<file path="src/rtl/demux16_deser.sv">
// 16-bit serial-to-parallel deserializer with a one-word output holding register.
// Define DEMUX16_PARITY_EN for a 17-bit frame whose bit 16 is even parity, reported on Err.
module demux16_deser (
  input  logic        clk,
  input  logic        rst,
  input  logic        In,
  input  logic        InValid,
  output logic        InReady,
  output logic [15:0] Out,
  output logic        OutValid,
  input  logic        OutReady,
  output logic [4:0]  Cnt,
  output logic        Err
);

  typedef enum logic {StFill, StStall} state_e;

`ifdef DEMUX16_PARITY_EN
  localparam logic [4:0] LastCnt = 5'd16;
`else
  localparam logic [4:0] LastCnt = 5'd15;
`endif

  state_e      state;
  logic [15:0] sreg;
  logic [15:0] sreg_merged;
  logic        accept;
  logic        last;
  logic        take;

  assign InReady = (state == StFill);
  assign accept  = InValid && InReady;
  assign last    = accept && (Cnt == LastCnt);
  // Out can be overwritten when it is empty or being consumed this same cycle.
  assign take    = !OutValid || OutReady;

  // Word as it will look once the current bit lands; the parity bit (Cnt=16) is not stored.
  always_comb begin
    sreg_merged = sreg;
    if (!Cnt[4]) begin
      sreg_merged[Cnt[3:0]] = In;
    end
  end

`ifdef DEMUX16_PARITY_EN
  logic par_q;
  logic err_q;
  logic err_new;
  logic err_held;

  assign err_new  = ^{sreg, In};
  assign err_held = ^{sreg, par_q};
  assign Err      = err_q;
`else
  assign Err = 1'b0;
`endif

  always_ff @(posedge clk) begin
    if (rst) begin
      state    <= StFill;
      sreg     <= '0;
      Cnt      <= '0;
      Out      <= '0;
      OutValid <= 1'b0;
`ifdef DEMUX16_PARITY_EN
      par_q    <= 1'b0;
      err_q    <= 1'b0;
`endif
    end else begin
      unique case (state)
        StFill: begin
          if (accept) begin
            sreg <= sreg_merged;
            Cnt  <= last ? 5'd0 : Cnt + 5'd1;
          end
          if (last && take) begin
            Out      <= sreg_merged;
            OutValid <= 1'b1;
`ifdef DEMUX16_PARITY_EN
            err_q    <= err_new;
`endif
          end else if (last) begin
            state <= StStall;
`ifdef DEMUX16_PARITY_EN
            par_q <= In;
`endif
          end else if (OutValid && OutReady) begin
            OutValid <= 1'b0;
          end
        end
        StStall: begin
          // OutValid is always set here; a consume swaps in the held word.
          if (OutReady) begin
            Out   <= sreg;
            state <= StFill;
`ifdef DEMUX16_PARITY_EN
            err_q <= err_held;
`endif
          end
        end
        default: state <= StFill;
      endcase
    end
  end

endmodule

</file>
<file path="config.mk">
export PLATFORM = sky130hd
export DESIGN_NAME = demux16_deser
export DESIGN_NICKNAME = d
export VERILOG_FILES = /design/src/rtl/demux16_deser.sv
export SDC_FILE = /design/constraint.sdc
export NUM_CORES = 1
export LEC_CHECK = 0
export ABC_AREA = 0
export CAP_MARGIN = 40
export CORE_ASPECT_RATIO = 1.1
export CORE_MARGIN = 2
export CORE_UTILIZATION = 44
export CTS_BUF_LIST = sky130_fd_sc_hd__clkbuf_16
export DETAILED_ROUTE_END_ITERATION = 10
export DONT_BUFFER_PORTS = 1
export PLACE_DENSITY = 0.7
export SYNTH_ARGS = -nofsm -noshare
export SYNTH_HDL_FRONTEND = slang
export SYNTH_SLANG_ARGS = --single-unit
</file>
<file path="constraint.sdc">
create_clock -name clk -period 2.8 [get_ports clk]
set_clock_uncertainty 0.1 [all_clocks]
set_input_delay 0.56 -clock clk [delete_from_list [all_inputs] [get_ports clk]]
set_output_delay 0.56 -clock clk [all_outputs]
set_load 0.02 [all_outputs]
</file>
==> After elaboration in Yosys (flattened, before gate mapping) <==
Cells that the tools add are included.
{ "totals": {"regBits": 39, "latch_bits": 0, "mem_bits_rw": 0, "romBits": 0, "input_bits": 5, "out_inout_bits": 24, "wordCells": 39, "n_memories": 0} }
{ "op_classes": {"n_addsub": 1, "multipliers": 0, "n_div": 0, "magnitude_cmp": 2, "eq_ne": 4, "shift": 0, "muxes": 15, "bitwise_logic": 1, "n_reduce_logical": 11} }
{ "op_table": {"columns": ["cell", "n"], "rows": [
  ["2-to-1 mux 16 bit", 3],
  ["case mux 16 bit (2 select lines)", 1],
  ["bitwise mux 16 bit", 1],
  ["2-to-1 mux 1 bit", 7],
  ["adder 5 x 1 -> 5 bit, second input constant", 1],
  ["== test 5 x 4 -> 1 bit, second input constant", 1],
  ["logical AND 1 bit", 5],
  ["less-than comparator 4 x 5 -> 1 bit, second input constant", 1],
  ["2-to-1 mux 5 bit", 1],
  ["demux 1 bit (select 4 bit)", 1],
  [">= comparator 4 x 1 -> 1 bit, second input constant", 1],
  ["!= test 2 x 1 -> 1 bit, second input constant", 2],
  ["AND reduction 2 bit", 2],
  ["AND reduction 3 bit", 1],
  ["!= test 2 bit, second input constant", 1],
  ["case mux 1 bit (2 select lines)", 1],
  ["nonzero test 2 bit", 1],
  ["zero test 1 bit", 1],
  ["logical OR 1 bit", 1],
  ["inverter 1 bit", 1]
]} }

==> Logic depth before layout (Yosys ltp) <==
Gate-level depths: netlist (run 1).
{ "logic_depth": {"ltp_word": 8, "depth_mapped": 10, "depth_no_buf": 6} }

==> Least setup slack after synthesis (run 1) <==
OpenSTA, ideal clock, no wires.
{ "synth_timing": {"path_kind": "register to register", "start": "register Cnt[0]", "end": "register Out[0]", "setup_ns": 0.091, "arrival_time_ns": 2.061, "t_required_ns": 2.609, "path_slack_ns": 0.548, "stages_incl_launch_ff": 10, "path_buffers": 3, "period_less_slack_ns": 2.252, "cell_sequence": "dfxtp_1 -> ha_1 -> and3_1 -> ha_1 -> buf_2 -> a21o_1 -> and2_1 -> buf_6 -> buf_6 -> a311oi_1"} }
{ "synth_via": {"elab_chain_cells": 8, "word_cells_on_any_way": 14, "cone_classes": "order compare: 2; eq/ne: 2; mux: 6; reduce/logical: 4"} }
{ "synth_rtl": {"columns": ["item", "line", "source"], "rows": [
  ["start: declaration", "12", "output logic [4:0] Cnt,"],
  ["start signal: assignment", "74", "Cnt <= last ? 5'd0 : Cnt + 5'd1;"],
  ["less-than comparator 4 x 5 -> 1 bit (not written as such) or >= comparator 4 x 1 -> 1 bit (tied branches)", "41", "sreg_merged[Cnt[3:0]] = In;"],
  ["logical AND 1 bit (not written as such)", "41", null],
  ["2-to-1 mux 1 bit (not written as such)", "41", null],
  ["demux 1 bit (select 4 bit)", "41", null],
  ["bitwise mux 16 bit", "41", null],
  ["2-to-1 mux 16 bit", "40", "if (!Cnt[4]) begin"],
  ["2-to-1 mux 16 bit", "76", "if (last && take) begin"],
  ["case mux 16 bit (2 select lines)", "70", "unique case (state)"],
  ["end signal: assignment", "77", "Out <= sreg_merged;"],
  ["end signal: assignment", "94", "Out <= sreg;"],
  ["end: declaration", "9", "output logic [15:0] Out,"]
]} }
Several ways; a longest one is shown, not always the timed one. The select of a mux whose other input is x is not followed.
A chain may end at the register's enable or synchronous reset.

==> Final worst setup path (run 1) <==
{ "layout_timing": {"start": "register Cnt[0]", "end": "register Out[9]"} }
The elaborated chain is that of the path after synthesis.

==> run metrics, run 1 <==
DRC viols 0; WS Path Type reg -> reg; CP Data Required Time between 2 and 3 ns; CP max stage cell and2_1; Skew-Pair Late Insertion Delay 0.28 ns; sequential-to-total area share from yosys stat a little under two fifths; Syn Inst Count 232; clk sink count 39; number of standard cells in the final layout excluding fillers around 280; synth warn 0; DR iter-0 viols approximately 220; Startpoint Class flop; cell family with most CP delay simple AND/OR/NAND/NOR gates; DP Cell Count 270; GRT Util Overall a little under a fifth; root buffer cell clkbuf_16; Die Y around 76 microns; TritonCTS clock tree built; post-route setup TNS 0 ns; total core area around 4600 sq um; drt pass-1 iters 4; Synth area leader dfxtp_1; worst rel slew slack about three fifths; Worst Path Buf+Inv 0; die area about 5300 sq um; vias in the first global route approximately 1600; Top cell by count, worst path ha_1; share of layout cells above drive strength 1 about a tenth; final worst path period share a little over four fifths; Post-CTS Setup Inserts 0; initial core utilization a little under half; setup violators final 0; Netlist cell types 35; dpl hpwl around 3300 microns; worst hold-check path type in -> reg; Layout area overhead 5.53%; num rows 26; ANT nets after route 0; total power between 1 and 1.5 mW; Synth Net Count around 240; Fin. Hold Viols 0; most frequent cells in the layout 39 x dfxtp_1, 30 x nand3_1, 22 x nand2b_1; hold path depth 1; post_cts resized 0; first-pass GRT wire length roughly 8000 microns; Final Max Slew Viols 0; maximum vdd drop 0.000217 V; nets@finish around 230; synthesized cell area between 2000 and 2500 sq um; drt via density slightly above 6; PD cells roughly 530 nW/um^2; io pins 29; fmax 425 MHz; critical path capture point type flop; Antenna Cells 0; largest net degree at the start of global routing 41; slowest stage delay, CP ~0.50 ns; max-cap viol count 0; Synth top area share between 30% and 40%; Die X between 60 and 70 microns; IO buf count 0; initial antenna violation count 0; Crit. path cell count 6; Synth area leaders dfxtp_1 38%, mux2i_1 8.2%, nand3_1 7.2%, a311oi_1 6.7%, nand2b_1 6.6%; Seq cells post-synth 39; CTS Buf Count 5; DR WL/cell about 17 microns; filler cell count between 400 and 500; Worst-Margin Slew just over 0.6 ns; clk slew on worst S/H paths ~0.06 ns; total gr overflow 0; Via Count about 1700; Period minus WS final 2.35 ns; commonest non-fill, non-tap cell in the layout dfxtp_1; Worst Path Max Fanout 16; H-tree levels 2; GPL Wtd Cong about 0.85; asr flop ratio synth 0%; ys flop type dfxtp_1; R2R depth 6; cts hold-fix bufs 0; crit path DAT 2.38 ns; post-place setup slack roughly 0.50 ns; final wirelength 4760 microns; LEAKAGE about 0.8 nW; Post-synth EDFFs 0; status finished, final reports clean; Longest Clk Path Bufs 2; Final Util 47.9%; cells along the critical path ha_1 -> and3_1 -> ha_1 -> a21o_1 -> and2_1 -> a311oi_1; RSZ-0062 raised after global routing false; worst setup margin about 0.45 ns; Avg Cell Area, Syn 8.97 sq um
## per-layer routing
layer  global-route usage (%)  wire, microns  part of all wire [%]
met5                        0              0                     0
met1                     23.8           2230                    47
met2                     29.7           2250                    47
met3                     4.10            193                   4.1
met4                     7.25             85                   1.8
## per-stage QoR
| step | hold WS [ns] | instance area (sq um) |
|---|---|---|
| floorplan | 0.347 | 2080 |
| global placement | 0.360 | 2060 |
| detailed placement | 0.364 | 2060 |
| CTS | 0.247 | 2200 |
| global route | 0.240 | 2200 |
| finish | 0.246 | 2200 |
## cells by family after synthesis
| logic type | share of synthesized area [%] |
|---|---|
| flops | 37.5 |
| fa+ha+maj | 4.21 |
| compound gates | 18.1 |
| mux | 8.17 |
| buf+inv | 7.81 |
| other cells | 0.180 |
| simple gates | 24.0 |
## cell usage after synthesis (2+ instances only)
cell and number:
dfxtp_1 39, nand3_1 30, nand2b_1 22, a21oi_1 21, o21ai_0 18, mux2i_1 17
a311oi_1 16, clkbuf_1 12, buf_2 7, ha_1 7, buf_6 5, inv_1 5
nand4_1 4, nor2_1 3, or3_1 3, a31oi_1 2, nand2_1 2, or3b_2 2
## sequential cells by signal, indices dropped and copies added (netlist names)
name,cells
Cnt,5
OutValid,1
sreg,16
state,1
Out,16
## power breakdown
part | internal, mW | switching, mW | leakage, nW
registers | 0.560 | 0.00282 | 0.315
logic | 0.0231 | 0.0419 | 0.409
clock network | 0.320 | 0.209 | 0.0701
## layout make-up
cell class,instances,area [sq um],share of cell area (%)
repair buffers,7,52.6,2.39
inverters,5,18.8,0.854
clock inverters,3,11.3,0.513
clock buffers,5,125,5.69
well taps,56,70.1,3.19
multi-input cells,163,1140,51.8
flip-flops and latches,39,781,35.5
## final timing paths
kind	start	slack, ns	end
max	Cnt[0]	0.45	Out[9]
max reg2reg	Cnt[0]	0.45	Out[9]
min	rst	0.25	Cnt[3]
min reg2reg	sreg[11]	0.37	sreg[11]
Power figures use the tool's default switching activity.
==> inputs of run 2 (changes only) <==
- ABC_AREA: 0 -> 1
- clock period: 2.8 -> 2.4 ns (I/O delays scaled with it)
==> run 2 against run 1 <==
Effect of this change:
- core utilization grew 1.2 points
- area after synthesis rose by 8.6%
- die area is 8.1% higher
- design area up 11%
- wire length increased by 12%
- synthesized cell count grew 55%
- register-to-register slack got worse by 0.04 ns
- critical endpoint is now Out[12]
==> run metrics, run 2 <==
maximum vdd drop 0.000281 V (+30%); share of layout cells above drive strength 1 6.96% (-2.9 points); crit path DAT 2.06 ns (-0.32 ns); Syn Inst Count 360 (+55%); Skew-Pair Late Insertion Delay 0.28 ns (about the same); synth warn 0 (unchanged); combinational share of power 10.1% (+4.5 points); post_cts resized 0 (unchanged); cells along the critical path nand2_1 -> nor2_1 -> ha_1 -> nand3_2 -> nand2_1 -> nand2_2 -> nor2_1 -> a21oi_1; Post-CTS Setup Inserts 0 (unchanged); Via Count 2081 (+24%); status finished, final reports clean; critical path capture point type flop; dpl hpwl 3600 microns (+11%); count leader, synth nand2_1; total gr overflow 0 (unchanged); worst r2r dst Out[12]; Seq cells post-synth 39 (unchanged); Period minus WS final 1.99 ns (-0.365 ns); clk sink count 39 (unchanged); WS Path Type reg -> reg; Die Y 79.2 microns (+4.0%); worst rel slew slack 60.4% (+1.2 points); first-pass GRT wire length 9200 microns (+15%); HP Start rst; root buffer cell clkbuf_16; Synth top area share 34.5% (-3.0 points); DRC viols 0 (unchanged); num rows 27 (+3.8%); filler cell count 521 (+24%); reg-to-reg slack, setup 0.41 ns (-0.04 ns); Int Power 1.08 mW (+20%); Die X 72.3 microns (+4.0%); clock power share 42.6% (-3.2 points); H-tree levels 2 (unchanged); cell family with most CP delay simple AND/OR/NAND/NOR gates; Synth Area in XOR/XNOR 0% (unchanged); sw power 0.366 mW (+44%); GRT Util Overall 20.8% (+2.4 points); sw frac 25.2% (+3.3 points); Netlist cell types 23 (-34%); Reg power frac 47.2% (-1.4 points); DR WL/cell 12.8 microns (-25%); leading registers by flop count Out x16, sreg x16, Cnt x5; drt pass-1 iters 5 (+1); ANT nets after route 0 (unchanged); Worst Path Max Fanout 16 (unchanged); LEAKAGE 1.27 nW (+60%); PD cells 595 nW/um^2 (+13%); CP max stage cell dfxtp_1; synthesized cell area 2260 sq um (+8.6%); fmax 503 MHz (+18%); Post-synth EDFFs 0 (unchanged); initial antenna violation count 0 (unchanged); DP Cell Count 411 (+52%); post-place setup slack 0.432 ns (-0.0629 ns); initial core utilization 45.5% (+0.14 points); TritonCTS clock tree built; Longest Clk Path Bufs 2 (unchanged); nets@finish 372 (+60%); largest family of logic cells by synthesized area simple AND/OR/NAND/NOR gates; R2R depth 8 (+2); largest net degree at the start of global routing 36 (-12%); Startpoint Class flop; post-synthesis compound-gate area fraction 12.6% (-5.5 points); Final Util 49.1% (+1.2 points); asr flop ratio synth 0% (unchanged); hold path depth 1 (unchanged); Synth area leader dfxtp_1; worst hold path endpoint OutValid; io pins 29 (unchanged); Layout area overhead 7.86%; slowest stage delay, CP 0.55 ns (+0.05 ns); drt via density 4.99 (-17%); post-route setup TNS 0 ns (unchanged); worst setup margin 0.411 ns (-0.0354 ns); Fin. Hold Viols 0 (unchanged); commonest non-fill, non-tap cell in the layout nand2_1; GPL Wtd Cong 0.818 (-3.8%); vias in the first global route 1948 (+22%); Worst-Margin Slew 0.593 ns (-0.0174 ns); total core area 4970 sq um (+8.3%); final wirelength 5350 microns (+12%); CP Data Required Time 2.47 ns (-0.35 ns); worst hold slack 0.158 ns (-0.0882 ns); Commonest cells post-synth 90 x nand2_1, 62 x inv_1, 50 x nand3_1; r2r startpoint Cnt[3]; multiplexer area fraction after synthesis 0% (-8.2 points); setup violators final 0 (unchanged); Worst Path Buf+Inv 0 (unchanged); multi-input logic area 1150 sq um (+1.2%); CTS Buf Count 5 (unchanged); worst hold-check path type in -> reg; Avg Cell Area, Syn 6.28 sq um (-30%); Synth area leaders dfxtp_1 35%, nand2_1 15%, nand3_1 11%, inv_1 10%, a21oi_1 7.7%; Synth Net Count 372 (+52%); final worst path period share 82.9% (-1.2 points); DR iter-0 viols 162 (-27%); number of standard cells in the final layout excluding fillers 417 (+50%); RSZ-0062 raised after global routing false; die area 5730 sq um (+8.1%); Antenna Cells 0 (unchanged); clk slew on worst S/H paths 0.05 ns (about the same); most frequent cells in the layout 90 x nand2_1, 63 x inv_1, 50 x nand3_1; Post-Synth Adder-Cell Area 3.87% (-0.33 points); IO buf count 0 (unchanged); FF/Latch Area 781 sq um (unchanged); ys flop type dfxtp_1; Final Max Slew Viols 0 (unchanged); Post-Synth Simple-Gate Area 34.4% (+10 points); sequential-to-total area share from yosys stat 34.5% (-3.0 points); cts hold-fix bufs 0 (unchanged); max-cap viol count 0 (unchanged)
[run 2: cell type report]
| cell class | count | area share, % |
|---|---|---|
| clock inverter | 1 | 0.154 |
| tap | 58 | 2.98 |
| inverter | 65 | 10.0 |
| clock buffer | 5 | 5.13 |
| sequential | 39 | 32.0 |
| timing repair buffer | 8 | 2.46 |
| multi-input combinational | 241 | 47.3 |
[run 2: logic make-up (layout without fill, tap and decap cells)]
group	count (synthesis)	after routing
AO/OA/AOI/OAI	56	56
adder cells (fa/ha/maj)	7	7
buffers and inverters	80	79
flip-flops	39	39
other	1	1
AND/OR/NAND/NOR	177	177
[run 2: worst max-delay path by stage]
stage / from / endpoint / slack, ns / depth (start not counted)
floorplan: Cnt[0] / Out[10] / 0.54 / 10
global placement: Cnt[3] / Out[15] / 0.50 / 8
detailed placement: Cnt[3] / Out[12] / 0.43 / 8
CTS: Cnt[3] / Out[12] / 0.41 / 8
global route: Cnt[3] / Out[0] / 0.21 / 8
finish: Cnt[3] / Out[12] / 0.41 / 8
[run 2: per-layer routing]
layer  track usage [%]  vias to the layer above  wire length (microns)  share of wire (%)
li1                  -                     1121                      -                  -
met1              25.5                      897                   2320                 43
met2              34.3                       53                   2560                 48
met3              5.20                       10                    345                6.5
met4              8.68                        0                    119                2.2
met5                 0                        -                      0                  0
[run 2: through the flow]
stage | power [mW] | cell area [sq um]
6_report | 1.45 | 2440
3_5_place_dp | 0.846 | 2310
2_1_floorplan | 0.810 | 2260
4_1_cts | 1.47 | 2440
3_3_place_gp | 0.843 | 2310
5_1_grt | 1.52 | 2440
[run 2: power groups by stage]
stage               logic, mW  registers [mW]  clock network [mW]
finish                  0.147           0.685               0.619
global route            0.171           0.688               0.657
CTS                     0.148           0.685               0.633
detailed placement      0.147           0.699                   0
global placement        0.145           0.698                   0
floorplan               0.107           0.703                   0
==> inputs of run 3 (changes only) <==
- PLACE_DENSITY: 0.7 -> 0.72
- clock period: 2.4 -> 1.7 ns (I/O delays scaled with it)
==> run 3 against run 2 <==
Effect of this change:
- fmax rose by 25%
- design area rose by 11%
- sequential power rose by 41%
- global-route usage barely moved
- combinational power rose by 59%
- critical path type unchanged
- largest cell class unchanged
- highest routed layer unchanged
==> run metrics, run 3 (synthesis gave the netlist of run 2 again) <==
status finished, final reports clean; dpl hpwl 3680 microns (+2.2%); Die Y 79.2 microns (unchanged); TritonCTS clock tree built; DR iter-0 viols 228 (+41%); final worst path period share 93.3% (+10 points); sw frac 24.9% (-0.39 points); clk slew on worst S/H paths 0.05 ns (about the same); fmax 631 MHz (+25%); LEAKAGE 1.38 nW (+9.1%); vias in the first global route 2104 (+8.0%); placed cell areas 2390 sq um (+3.7%); H-tree levels 2 (unchanged); Worst-Margin Slew 0.513 ns (-0.0800 ns); CP Data Required Time 1.82 ns (-0.65 ns); post-route setup TNS 0 ns (unchanged); Reg power frac 44.2% (-3.0 points); root buffer cell clkbuf_16; Period minus WS final 1.59 ns (-0.403 ns); total power 2.20 mW (+51%); most frequent cells in the layout 86 x nand2_1, 59 x inv_1, 43 x nand3_1; setup violators final 0 (unchanged); total core area 4970 sq um (unchanged); nets@finish 385 (+3.5%); max-cap viol count 0 (unchanged); Longest Clk Path Bufs 2 (unchanged); num rows 27 (unchanged); ANT nets after route 0 (unchanged); Antenna Cells 0 (unchanged); GPL Wtd Cong 0.777 (-4.9%); GRT Util Overall 20.8% (-0.036 points); initial core utilization 45.5% (unchanged); IO buf count 0 (unchanged); worst rel slew slack 65.8% (+5.3 points); die area 5730 sq um (unchanged); largest net degree at the start of global routing 21 (-42%); drt pass-1 iters 4 (-1); first-pass GRT wire length 9410 microns (+2.3%); initial antenna violation count 0 (unchanged); final wirelength 5770 microns (+7.8%); PD cells 809 nW/um^2 (+36%); WS Path Type reg -> reg; post-route cell area 2710 sq um (+11%); share of layout cells above drive strength 1 20.3% (+13 points); drt via density 5.04 (+1.0%); combinational share of power 10.7% (+0.6 points); clk sink count 39 (unchanged); Int Power 1.65 mW (+52%); DRC viols 0 (unchanged); Die X 72.3 microns (unchanged); clock power share 45.2% (+2.6 points); Final Max Slew Viols 0 (unchanged); CTS Buf Count 5 (unchanged); Layout area overhead 20.0%; total gr overflow 0 (unchanged); crit path DAT 1.70 ns (-0.36 ns); Startpoint Class flop; leading registers by flop count Out x16, sreg x16, Cnt x5; Via Count 2178 (+4.7%); Skew-Pair Late Insertion Delay 0.28 ns (about the same); Fin. Hold Viols 0 (unchanged); worst hold-check path type in -> reg; maximum vdd drop 0.000456 V (+62%); commonest non-fill, non-tap cell in the layout nand2_1; Worst Path Max Fanout 8 (-8); io pins 29 (unchanged); RSZ-0062 raised after global routing false; sw power 0.546 mW (+49%); critical path capture point type flop; DR WL/cell 13.3 microns (+4.1%)
run 3: cell types whose count changed in the layout (fill, tap and decap cells not counted), sizes merged:
cell	before	now
clkbuf	5	6
clkinv	0	2
buf	8	19
nand3	52	53
nand2	92	93
inv	66	65
run 3: repair_timing:
action / in CTS / in global routing
hold buffers: 0 / 0
resized for setup: 0 / 38
endpoints found under the hold margin: 0 / 0
setup endpoints to repair: 0 / 17
setup buffers: 0 / 1
run 3: path summary, 6_finish.rpt:
kind / from / to / slack (ns) / cells past startpoint
hold / removal: rst / state / 0.02 / 1
setup reg to reg: Cnt[0] / Out[3] / 0.11 / 9
hold reg to reg: sreg[0] / sreg[0] / 0.46 / 2
setup / recovery: Cnt[0] / Out[3] / 0.11 / 9
run 3: worst max-delay path, stage by stage, from the launching register on:
cell and delay (ns):
dfxtp_4 0.36, ha_4 0.13, inv_2 0.03, nor2_2 0.08, ha_2 0.20, buf_6 0.13, nand3_4 0.19, nand3_2 0.15
nand2_2 0.05, a21oi_2 0.10
run 3: metal layers:
layer  vias up  track usage (%)  routed length, microns
met3         6             3.93                     368
li1       1150                -                       -
met2        60             34.4                    2770
met5         -                0                       0
met4         0             8.11                      63
met1       962             26.4                    2560
run 3: final cells by class:
class	instances	area, sq um
Tap cell	58	72.6
Timing Repair Buffer	19	146
Inverter	65	244
Sequential cell	39	790
Clock buffer	6	150
Clock inverter	2	8.76
Multi-Input combinational cell	243	1300
Fill cell	475	2250
run 3: power groups by stage:
stage / combinational (mW) / sequential, mW / clock, mW
final: 0.234 / 0.969 / 0.992
after global routing: 0.267 / 0.973 / 1.06
after CTS: 0.223 / 0.967 / 1.00
after detailed placement: 0.221 / 0.987 / 0
after global placement: 0.218 / 0.985 / 0
after floorplan: 0.151 / 0.993 / 0
run 3: per-stage QoR:
stage | utilization (%) | instances | hold WS, ns | setup slack (ns)
floorplan | - | 360 | 0.309 | 0.0108
global placement | 48.2 | 421 | 0.311 | 0.0754
detailed placement | 48.2 | 421 | 0.313 | 0.0228
CTS | 51.4 | 429 | 0.0182 | 0.0232
global route | 54.6 | 432 | 0.00925 | 0.0193
finish | 54.6 | 432 | 0.0205 | 0.114
